<file path="config.mk">
export PLATFORM = sky130hd
export DESIGN_NAME = spine_switch
export DESIGN_NICKNAME = d
export VERILOG_FILES = /design/src/rtl/noc_pkg.sv /design/src/rtl/spine_fifo.sv /design/src/rtl/spine_switch.sv
export SDC_FILE = /design/constraint.sdc
export NUM_CORES = 1
export LEC_CHECK = 0
export BUFFER_PORTS_ARGS = -buffer_cell sky130_fd_sc_hd__buf_2
export CELL_PAD_IN_SITES_DETAIL_PLACEMENT = 0
export CELL_PAD_IN_SITES_GLOBAL_PLACEMENT = 1
export CORE_ASPECT_RATIO = 0.6
export CORE_MARGIN = 2
export CORE_UTILIZATION = 48
export CTS_CLUSTER_SIZE = 10
export DETAILED_ROUTE_END_ITERATION = 16
export PLACE_DENSITY_LB_ADDON = 0.1
export SETUP_SLACK_MARGIN = 0.4
export SLEW_MARGIN = 0
export SYNTH_ARGS = -nofsm -noshare
export SYNTH_HDL_FRONTEND = slang
export SYNTH_SLANG_ARGS = --single-unit
</file>
<file path="constraint.sdc">
create_clock -name clk -period 5.3 [get_ports clk]
set_clock_uncertainty 0.05 [all_clocks]
set_input_delay 0.53 -clock clk [delete_from_list [all_inputs] [get_ports clk]]
set_output_delay 0.53 -clock clk [all_outputs]
set_load 0.03 [all_outputs]
</file>
<file path="src/rtl/noc_pkg.sv">
`default_nettype none
// ============================================================================
//  Module      : noc_pkg
//  Description : Shared NoC definitions for the spine switch and group routers.
//                Holds the flit width, the destination/group address field
//                positions, the number of groups and the flit type.
//  Revision    : 1.0 - initial release
// ============================================================================
package noc_pkg;

    localparam int DWIDTH     = 16;
    localparam int NUM_GROUPS = 4;

    // dest_addr lives in flit[15:10]; the group index is dest_addr[3:2].
    localparam int DEST_MSB   = 15;
    localparam int DEST_LSB   = 10;
    localparam int GROUP_MSB  = 3;
    localparam int GROUP_LSB  = 2;

    localparam int DEST_W     = DEST_MSB - DEST_LSB + 1;
    localparam int GIDX_W     = GROUP_MSB - GROUP_LSB + 1;

    typedef logic [DWIDTH-1:0] flit_t;

    // Destination group index of a flit. dest_addr[5:4] plays no part.
    function automatic logic [GIDX_W-1:0] group_of(input flit_t f);
        return f[DEST_LSB+GROUP_MSB : DEST_LSB+GROUP_LSB];
    endfunction

endpackage : noc_pkg
`default_nettype wire

</file>
<file path="src/rtl/spine_fifo.sv">
`default_nettype none
// ============================================================================
//  Module      : spine_fifo
//  Description : Synchronous FIFO for one spine input.
//                The pointers wrap modulo FIFO_DEPTH, which must be a power of
//                two and at least 2. A push into a full FIFO is accepted when a
//                pop happens in the same cycle.
//  Ports       : clk, reset  - clock, synchronous active-high reset
//                push_i      - write request (data_i)
//                pop_i       - read request, removes head_o
//                head_o      - oldest entry (valid when !empty_o)
//                full_o      - FIFO holds FIFO_DEPTH entries
//                empty_o     - FIFO holds no entries
//  Revision    : 1.0 - initial release
// ============================================================================
module spine_fifo #(
    parameter int DWIDTH     = 16,
    parameter int FIFO_DEPTH = 4
) (
    input  logic              clk,
    input  logic              reset,
    input  logic              push_i,
    input  logic              pop_i,
    input  logic [DWIDTH-1:0] data_i,
    output logic [DWIDTH-1:0] head_o,
    output logic              full_o,
    output logic              empty_o
);

    localparam int AW = $clog2(FIFO_DEPTH);

    logic [DWIDTH-1:0] mem_q [FIFO_DEPTH];
    logic [AW-1:0]     wr_ptr_q, wr_ptr_d;
    logic [AW-1:0]     rd_ptr_q, rd_ptr_d;
    logic [AW:0]       count_q,  count_d;
    logic              do_push,  do_pop;

    assign empty_o = (count_q == '0);
    assign full_o  = (count_q == (AW+1)'(FIFO_DEPTH));
    assign head_o  = mem_q[rd_ptr_q];

    assign do_pop  = pop_i && !empty_o;
    // A full FIFO frees its head slot in the same cycle it is popped.
    assign do_push = push_i && (!full_o || do_pop);

    always_comb begin
        wr_ptr_d = wr_ptr_q;
        rd_ptr_d = rd_ptr_q;
        count_d  = count_q;
        if (do_push) begin
            wr_ptr_d = wr_ptr_q + AW'(1);
        end
        if (do_pop) begin
            rd_ptr_d = rd_ptr_q + AW'(1);
        end
        case ({do_push, do_pop})
            2'b10:   count_d = count_q + (AW+1)'(1);
            2'b01:   count_d = count_q - (AW+1)'(1);
            default: count_d = count_q;
        endcase
    end

    always_ff @(posedge clk) begin
        if (reset) begin
            wr_ptr_q <= '0;
            rd_ptr_q <= '0;
            count_q  <= '0;
        end else begin
            wr_ptr_q <= wr_ptr_d;
            rd_ptr_q <= rd_ptr_d;
            count_q  <= count_d;
        end
    end

    // Storage needs no reset: an entry is only read after it has been written.
    always_ff @(posedge clk) begin
        if (do_push) begin
            mem_q[wr_ptr_q] <= data_i;
        end
    end

endmodule : spine_fifo
`default_nettype wire

</file>
<file path="src/rtl/spine_switch.sv">
`default_nettype none
// ============================================================================
//  Module      : spine_switch
//  Description : One spine of the group-router network. Flits from the four
//                group routers are buffered per input, then switched to the
//                group named by dest_addr[3:2] through one round-robin arbiter
//                per output. There is no backpressure: a flit that meets a
//                full FIFO is dropped and counted.
//  Ports       : clk, reset              - clock, synchronous active-high reset
//                gK_in_data/valid        - flit from group K router (K=1..4)
//                gK_out_data/valid       - registered flit to group K router
//                gK_out_dest_addr        - gK_out_data[15:10]
//                gK_drop_cnt             - saturating drop count of input K
//  Revision    : 1.0 - initial release
// ============================================================================
module spine_switch
    import noc_pkg::*;
#(
    parameter int SPINE_ID   = 1,
    parameter int DWIDTH     = 16,
    parameter int FIFO_DEPTH = 4
) (
    input  logic              clk,
    input  logic              reset,

    input  logic [DWIDTH-1:0] g1_in_data,
    input  logic              g1_in_valid,
    input  logic [DWIDTH-1:0] g2_in_data,
    input  logic              g2_in_valid,
    input  logic [DWIDTH-1:0] g3_in_data,
    input  logic              g3_in_valid,
    input  logic [DWIDTH-1:0] g4_in_data,
    input  logic              g4_in_valid,

    output logic [DWIDTH-1:0] g1_out_data,
    output logic              g1_out_valid,
    output logic [5:0]        g1_out_dest_addr,
    output logic [7:0]        g1_drop_cnt,
    output logic [DWIDTH-1:0] g2_out_data,
    output logic              g2_out_valid,
    output logic [5:0]        g2_out_dest_addr,
    output logic [7:0]        g2_drop_cnt,
    output logic [DWIDTH-1:0] g3_out_data,
    output logic              g3_out_valid,
    output logic [5:0]        g3_out_dest_addr,
    output logic [7:0]        g3_drop_cnt,
    output logic [DWIDTH-1:0] g4_out_data,
    output logic              g4_out_valid,
    output logic [5:0]        g4_out_dest_addr,
    output logic [7:0]        g4_drop_cnt
);

    // SPINE_ID is informational. An out-of-range value is a system build
    // error; such an instance stays silent rather than forwarding traffic.
    localparam logic SPINE_ID_OK = (SPINE_ID >= 1) && (SPINE_ID <= 4);

    localparam logic [7:0] DROP_MAX = 8'hFF;

    // ------------------------------------------------------------------------
    // Port bundling: index 0..3 corresponds to group 1..4
    // ------------------------------------------------------------------------
    logic [DWIDTH-1:0]     in_data  [NUM_GROUPS];
    logic [NUM_GROUPS-1:0] in_valid;
    logic [DWIDTH-1:0]     head     [NUM_GROUPS];
    logic [NUM_GROUPS-1:0] empty;
    logic [NUM_GROUPS-1:0] full;
    logic [NUM_GROUPS-1:0] pop;
    logic [NUM_GROUPS-1:0] req      [NUM_GROUPS];   // req[output][input]
    logic [NUM_GROUPS-1:0] gnt      [NUM_GROUPS];   // gnt[output][input]
    logic [DWIDTH-1:0]     out_data [NUM_GROUPS];
    logic [NUM_GROUPS-1:0] out_valid;
    logic [7:0]            drop_cnt [NUM_GROUPS];

    assign in_data[0] = g1_in_data;
    assign in_data[1] = g2_in_data;
    assign in_data[2] = g3_in_data;
    assign in_data[3] = g4_in_data;
    assign in_valid   = {g4_in_valid, g3_in_valid, g2_in_valid, g1_in_valid};

    // ------------------------------------------------------------------------
    // Input stage: one FIFO and one drop counter per input
    // ------------------------------------------------------------------------
    for (genvar i = 0; i < NUM_GROUPS; i++) begin : g_in
        logic [7:0] drop_cnt_q, drop_cnt_d;
        logic       drop;

        spine_fifo #(
            .DWIDTH     (DWIDTH),
            .FIFO_DEPTH (FIFO_DEPTH)
        ) u_fifo (
            .clk     (clk),
            .reset   (reset),
            .push_i  (in_valid[i]),
            .pop_i   (pop[i]),
            .data_i  (in_data[i]),
            .head_o  (head[i]),
            .full_o  (full[i]),
            .empty_o (empty[i])
        );

        // Mirrors the FIFO accept rule: full and not popped means lost.
        assign drop = in_valid[i] && full[i] && !pop[i];

        always_comb begin
            drop_cnt_d = drop_cnt_q;
            if (drop && (drop_cnt_q != DROP_MAX)) begin
                drop_cnt_d = drop_cnt_q + 8'd1;
            end
        end

        always_ff @(posedge clk) begin
            if (reset) begin
                drop_cnt_q <= '0;
            end else begin
                drop_cnt_q <= drop_cnt_d;
            end
        end

        assign drop_cnt[i] = drop_cnt_q;
    end

    // ------------------------------------------------------------------------
    // Request matrix: each non-empty head requests exactly one output, so an
    // input can never collect more than one grant per cycle.
    // ------------------------------------------------------------------------
    always_comb begin
        for (int j = 0; j < NUM_GROUPS; j++) begin
            req[j] = '0;
        end
        for (int i = 0; i < NUM_GROUPS; i++) begin
            if (!empty[i] && SPINE_ID_OK) begin
                req[group_of(head[i][DEST_MSB:0])][i] = 1'b1;
            end
        end
    end

    always_comb begin
        pop = '0;
        for (int j = 0; j < NUM_GROUPS; j++) begin
            pop = pop | gnt[j];
        end
    end

    // ------------------------------------------------------------------------
    // Switch stage: one round-robin arbiter and output register per output
    // ------------------------------------------------------------------------
    for (genvar j = 0; j < NUM_GROUPS; j++) begin : g_arb
        logic [GIDX_W-1:0]     last_q, last_d;     // last granted input
        logic [GIDX_W-1:0]     gnt_idx, scan_idx;
        logic                  gnt_any;
        logic [NUM_GROUPS-1:0] gnt_vec;
        logic                  out_valid_q;
        logic [DWIDTH-1:0]     out_data_q, out_data_d;

        // Scan from the input after the last winner; k = NUM_GROUPS wraps back
        // to the last winner itself, which therefore has lowest priority.
        always_comb begin
            gnt_any  = 1'b0;
            gnt_idx  = last_q;
            scan_idx = last_q;
            for (int k = 1; k <= NUM_GROUPS; k++) begin
                scan_idx = last_q + GIDX_W'(k);
                if (!gnt_any && req[j][scan_idx]) begin
                    gnt_any = 1'b1;
                    gnt_idx = scan_idx;
                end
            end
            gnt_vec          = '0;
            gnt_vec[gnt_idx] = gnt_any;
            last_d           = gnt_any ? gnt_idx : last_q;
            out_data_d       = gnt_any ? head[gnt_idx] : '0;
        end

        always_ff @(posedge clk) begin
            if (reset) begin
                // Pointing at the last input makes input 1 the first choice.
                last_q      <= GIDX_W'(NUM_GROUPS - 1);
                out_valid_q <= 1'b0;
                out_data_q  <= '0;
            end else begin
                last_q      <= last_d;
                out_valid_q <= gnt_any;
                out_data_q  <= out_data_d;
            end
        end

        assign gnt[j]       = gnt_vec;
        assign out_valid[j] = out_valid_q;
        assign out_data[j]  = out_data_q;
    end

    // ------------------------------------------------------------------------
    // Output unbundling
    // ------------------------------------------------------------------------
    assign g1_out_data      = out_data[0];
    assign g1_out_valid     = out_valid[0];
    assign g1_out_dest_addr = out_data[0][DEST_MSB:DEST_LSB];
    assign g1_drop_cnt      = drop_cnt[0];

    assign g2_out_data      = out_data[1];
    assign g2_out_valid     = out_valid[1];
    assign g2_out_dest_addr = out_data[1][DEST_MSB:DEST_LSB];
    assign g2_drop_cnt      = drop_cnt[1];

    assign g3_out_data      = out_data[2];
    assign g3_out_valid     = out_valid[2];
    assign g3_out_dest_addr = out_data[2][DEST_MSB:DEST_LSB];
    assign g3_drop_cnt      = drop_cnt[2];

    assign g4_out_data      = out_data[3];
    assign g4_out_valid     = out_valid[3];
    assign g4_out_dest_addr = out_data[3][DEST_MSB:DEST_LSB];
    assign g4_drop_cnt      = drop_cnt[3];

endmodule : spine_switch
`default_nettype wire

</file>
Word-level counts from Yosys, hierarchy flattened
Memories as Yosys holds them, arrays and structs flattened. A register that Yosys moved wholly into a read port is not among the register bits.
Index checks and enable logic that the tools add are counted.
- output and inout bits: 124
- logic and storage cells: 334
- bits in registers: 136
- RAM bits: 256
- bits of input ports: 70
- memories: 4
- muxes and demuxes: 116
- bitwise logic cells: 22
- reductions and logical operators: 80
- eq/ne operators: 16
- $add $sub $neg: 32
- magnitude comparators: 36
- memory list (memory ; words ; bits a word ; rd ports ; clocked after Yosys merged registers in ; wr ports ; RTL line ; text):
    g_in[0].u_fifo.mem_q ; 4 ; 16 ; 1 ; 1 ; 1 ; spine_fifo.sv:32 ; logic [DWIDTH-1:0] mem_q [FIFO_DEPTH];
    g_in[1].u_fifo.mem_q ; 4 ; 16 ; 1 ; 1 ; 1 ; spine_fifo.sv:32 ;
    g_in[2].u_fifo.mem_q ; 4 ; 16 ; 1 ; 1 ; 1 ; spine_fifo.sv:32 ;
    g_in[3].u_fifo.mem_q ; 4 ; 16 ; 1 ; 1 ; 1 ; spine_fifo.sv:32 ;
- operator list (kind ; number):
    16-bit 2-to-1 mux ; 12
    16-bit binary-select mux with 2-bit select ; 4
    2-bit by 3-bit less-than comparator with 1-bit output (second input constant) ; 20
    2-bit 2-to-1 mux ; 25
    16-bit bitwise OR ; 3
    1-bit 2-to-1 mux ; 45
    1-bit logical AND ; 40
    8-bit by 1-bit adder with 8-bit output (second input constant) ; 4
    1-bit binary-select mux with 2-bit select ; 16
    4-bit demux with 2-bit select ; 4
    8-bit != test (second input constant) ; 4
    2-bit by 1-bit adder with 2-bit output (second input constant) ; 12
    3-bit >= comparator (second input constant) ; 8
    1-bit zero test ; 24
    2-bit inverter with 3-bit output ; 8
    3-bit case mux with 2 select lines ; 4
    2-bit adder (second input constant) ; 8
    4-bit AND ; 4
    3-bit by 1-bit adder with 3-bit output (second input constant) ; 4
    3-bit == test (second input constant) ; 4
    3-bit zero test ; 4
    3-bit by 1-bit less-than comparator with 1-bit output (second input constant) ; 4
    4-bit bitwise OR ; 3
    3-bit by 1-bit subtractor with 3-bit output (second input constant) ; 4
    10 further kinds ; 34

Depth between registers and ports, before layout
- depth in word-level cells: 37
- gate-level depth with buffers: 17
- depth with buffers taken out: 14

Cells and area by module
A second synthesis with hierarchy kept.
- cell total of the unflattened synthesis: 1259
- area total of the unflattened synthesis: 17535.6 µm²
- by module, submodules not included (module ; seq. area each (µm²) ; area each (µm²) ; instances ; cells each):
    spine_fifo (g_in[0].u_fifo ...) ; 2102.0 ; 2845.2 ; 3 ; 143
    spine_switch ; 2162.1 ; 6169.7 ; 1 ; 692
    spine_fifo (g_in[2].u_fifo) ; 2102.0 ; 2830.2 ; 1 ; 138

Worst setup path after synthesis
Ideal clock, no wire load.
- path kind: reg2reg
- from: register (tool-made name)
- to: register g_in[0].u_fifo.count_q[2]
- clock period less this slack: 4.002 ns
- path slack: 1.298 ns
- arrival time: 3.882 ns
- stages on the path, launching flop included: 18
- library setup time: 0.070 ns
- buffers on the path: 4
- path through: dfxtp_1 > buf_2 > mux4_2 > or2_0 > buf_6 > o21a_1 > o221a_1 > or4_1 > buf_2 > buf_2 > o21a_1 > inv_1 > ha_1 > inv_1 > fa_1 > xor2_1 > or3_1 > a21oi_1
- RTL lines (element ; RTL line ; text):
    end signal: assignment ; spine_fifo.sv:71 ; count_q <= count_d;
    end: declaration ; spine_fifo.sv:35 ; logic [AW:0] count_q, count_d;

==> out/results.ini <==
[synth]
synthCells=1296
synth_edf_count=256
avgSynthCellArea_um2=13.5
synth_area_um2=17500
ys.flop_type=edfxtp_1
async_flop_share_pct=0
ys_ff_latch=400
synth_cell_type_count=69
seq_area_frac_synth_pct=60.4
yosysWarnings=0
synth_area_leaders=edfxtp_1 44%, dfxtp_1 16%, mux4_2 7.5%
synth_top_area_share_pct=43.9
synth_largest_area_cell=edfxtp_1

[worst_hold_path]
hold_start=g3_in_data[0]
holdPathStages=1
min_path_type=input port to flip-flop
holdPathEnd=g_in[2].u_fifo.mem_q[3][0]$_DFFE_PP_

[timing]
finalHoldViolations=0
setup_slack_ps=768
setup_viol=0
fin_crit_sh_pct=85.5
timing.fmax_mhz=221
worst_pin_slew_ps=1220
final_max_slew_viol_count=0
fin_setup_tns_ps=0
min_period_ps=4530
rsz0062_at_grt=no
max_slew_margin_pct=18.6

[route]
drc=0
drtPass1Iterations=5
via_per_inst=5.63
ant_nets=0
first_iter_violations=830
wl_per_cell_um=21.0
drt-total-wl_mm=41.8
via_count=11200

[critical_path]
crit_fanout=17
r2r_setup_slack_ps=770
required_ps=5710
cp_data_arrival_time_ps=4950
critPathKind=flip-flop to flip-flop
setup.worst_path.start_class=flip-flop
reg2reg_to=g_in[0].u_fifo.count_q[2]$_SDFFE_PP0P_
cp-end-kind=flip-flop
rr_worst_depth=15

[die]
dieArea_um2=38100
row_count=54
die_w_um=251
ioPinCount=194
core_area_um2=36100
die_y_um=152
initial_core_util_pct=48.4

[placed_design]
placedInstanceArea_um2=18900
port_buffers=193
place_hpwl_mm=30.2
routabilityCongestion=0.875
post-place-ws_ps=821

[cts]
cts-root-buf=clkbuf_16
postCtsSetupBuffers=0
clock-sinks=400
clockBufferDepth=3
clkLatencyLatePin_ps=580
cts_tree=done
clkTransAtPathRegs_ps=60
numCtsBuffers=46
cts.htree.levels=2

[power_and_ir_drop]
p_switching_w=0.00486
p_clk_share_pct=23.5
p_leak_nw=7.54
p_int_w=0.00746
ir_worst_vdd_mv=0.269
p_comb_share_pct=41.8
power_per_cell_area_nw_per_um2=608
pwr-share-seq_pct=34.6
swShare_pct=39.4
total_power_w=0.0123

[status]
outcome=completed

[finish]
stdcell_area_um2=20200
syn_to_final_growth_pct=15.7
multi_input_area_um2=6340
layout-drive-gt1-share_pct=25.4
fillCellCount=2984
fin_nets=1572
register_area_um2=10600

[flow_run]
maxCapViolCount=0

[grt]
grt-ovfl-total=0
grt_max_degree=77
grt_pass1_wl_mm=64.2
grt_pass1_vias=10600
grt_usage_pct=21.9
antenna_found_initial=8

-- cell type report --
cell class                      instances  share of cell area [%]
Sequential cell                       400                    52.2
Multi-Input combinational cell        761                    31.3
Clock buffer                           80                    6.41
Timing Repair Buffer                  223                    5.88
Tap cell                              476                    2.94
Inverter                               42                   0.779
Clock inverter                          4                   0.402
Antenna cell                            4                  0.0494
-- state kept, by name (all words and copies together) (netlist names), 8 cells and up, named ones only --
| register | count |
|---|---|
| g1_drop_cnt | 8 |
| g_arb.last_q | 8 |
| g3_out_data | 16 |
| g_in.u_fifo.rd_ptr_q | 8 |
| g_in.u_fifo.mem_q | 256 |
| g4_out_data | 16 |
| g3_drop_cnt | 8 |
| g2_drop_cnt | 8 |
| g4_drop_cnt | 8 |
| g1_out_data | 16 |
| g2_out_data | 16 |
| g_in.u_fifo.wr_ptr_q | 8 |
| g_in.u_fifo.count_q | 12 |
-- cell usage in the layout (no fill, tap or decap), types with 30 or more instances in the layout --
cell	count
edfxtp_1	256
buf_2	193
dfxtp_1	144
mux2i_1	86
a211oi_1	77
nor2_1	76
mux4_2	58
nor2b_1	47
clkbuf_16	46
a21oi_1	42
inv_1	42
nand2_1	37
clkbuf_1	32
buf_4	30
-- routing by layer --
layer	GRT usage (%)	up-vias	part of all wire (%)
li1	-	5305	-
met1	35.5	5547	51
met2	29.7	308	40
met3	5.23	42	7.4
met4	4.11	8	1.1
met5	0	-	0.11
-- cells in the mapped netlist (all sizes together) (37+ instances only) --
cell	number
buf	51
nand2	37
mux2i	87
a211oi	77
edfxtp	256
inv	42
mux4	58
clkbuf	45
nor2b	47
a21oi	44
dfxtp	144
nor2	76
-- worst max-delay path by stage --
stage	start	endpoint	slack, ps	cells past startpoint
floorplan	flip-flop	g_in[0].u_fifo.count_q[2]$_SDFFE_PP0P_	1300	17
detailed placement	flip-flop	g_in[1].u_fifo.count_q[2]$_SDFFE_PP0P_	820	14
finish	flip-flop	g_in[0].u_fifo.count_q[2]$_SDFFE_PP0P_	770	15
CTS	flip-flop	g_in[1].u_fifo.count_q[2]$_SDFFE_PP0P_	740	14
global placement	flip-flop	g_in[1].u_fifo.count_q[2]$_SDFFE_PP0P_	850	14
global route	flip-flop	g_in[0].u_fifo.count_q[2]$_SDFFE_PP0P_	480	15
-- critical path, stage by stage, from the launching register on --
cell,delay (ps)
dfxtp_1,550
mux2i_1,170
nor4_1,590
nor2_1,330
and2_1,240
o221a_1,210
or4_1,540
buf_4,220
o21a_1,240
inv_1,70
ha_1,170
inv_1,60
fa_1,370
xor2_1,160
or3_1,300
a21oi_1,140
-- per-stage QoR --
step           hold WS (ps)  std cells  util [%]
4_1_cts                 100       1986      56.0
5_1_grt                 106       1987      56.0
2_1_floorplan           426       1299         -
6_report                122       1990      56.0
3_5_place_dp            435       1902      52.2
3_3_place_gp            424       1902      52.2
-- power by group through the flow --
stage | Combinational [W] | Sequential [W] | Clock (W)
after global routing | 0.00559 | 0.00433 | 0.00310
final | 0.00515 | 0.00427 | 0.00290
after floorplan | 0.00353 | 0.00457 | 0
after CTS | 0.00513 | 0.00427 | 0.00296
after detailed placement | 0.00513 | 0.00433 | 0
after global placement | 0.00507 | 0.00431 | 0
-- repair_timing --
item	4_1_cts	5_1_grt
setup endpoints to repair	0	1
hold buffers	0	0
resized for setup	0	1
-- logic make-up after synthesis --
logic type	share of synthesized area, %
multiplexers	14.3
adder cells (fa/ha/maj)	2.17
buffers and inverters	3.67
AND/OR/NAND/NOR	9.48
XOR/XNOR	0.801
AO/OA/AOI/OAI	9.16
flip-flops	60.4
other	0.0214
(Power assumes the default switching activity.)
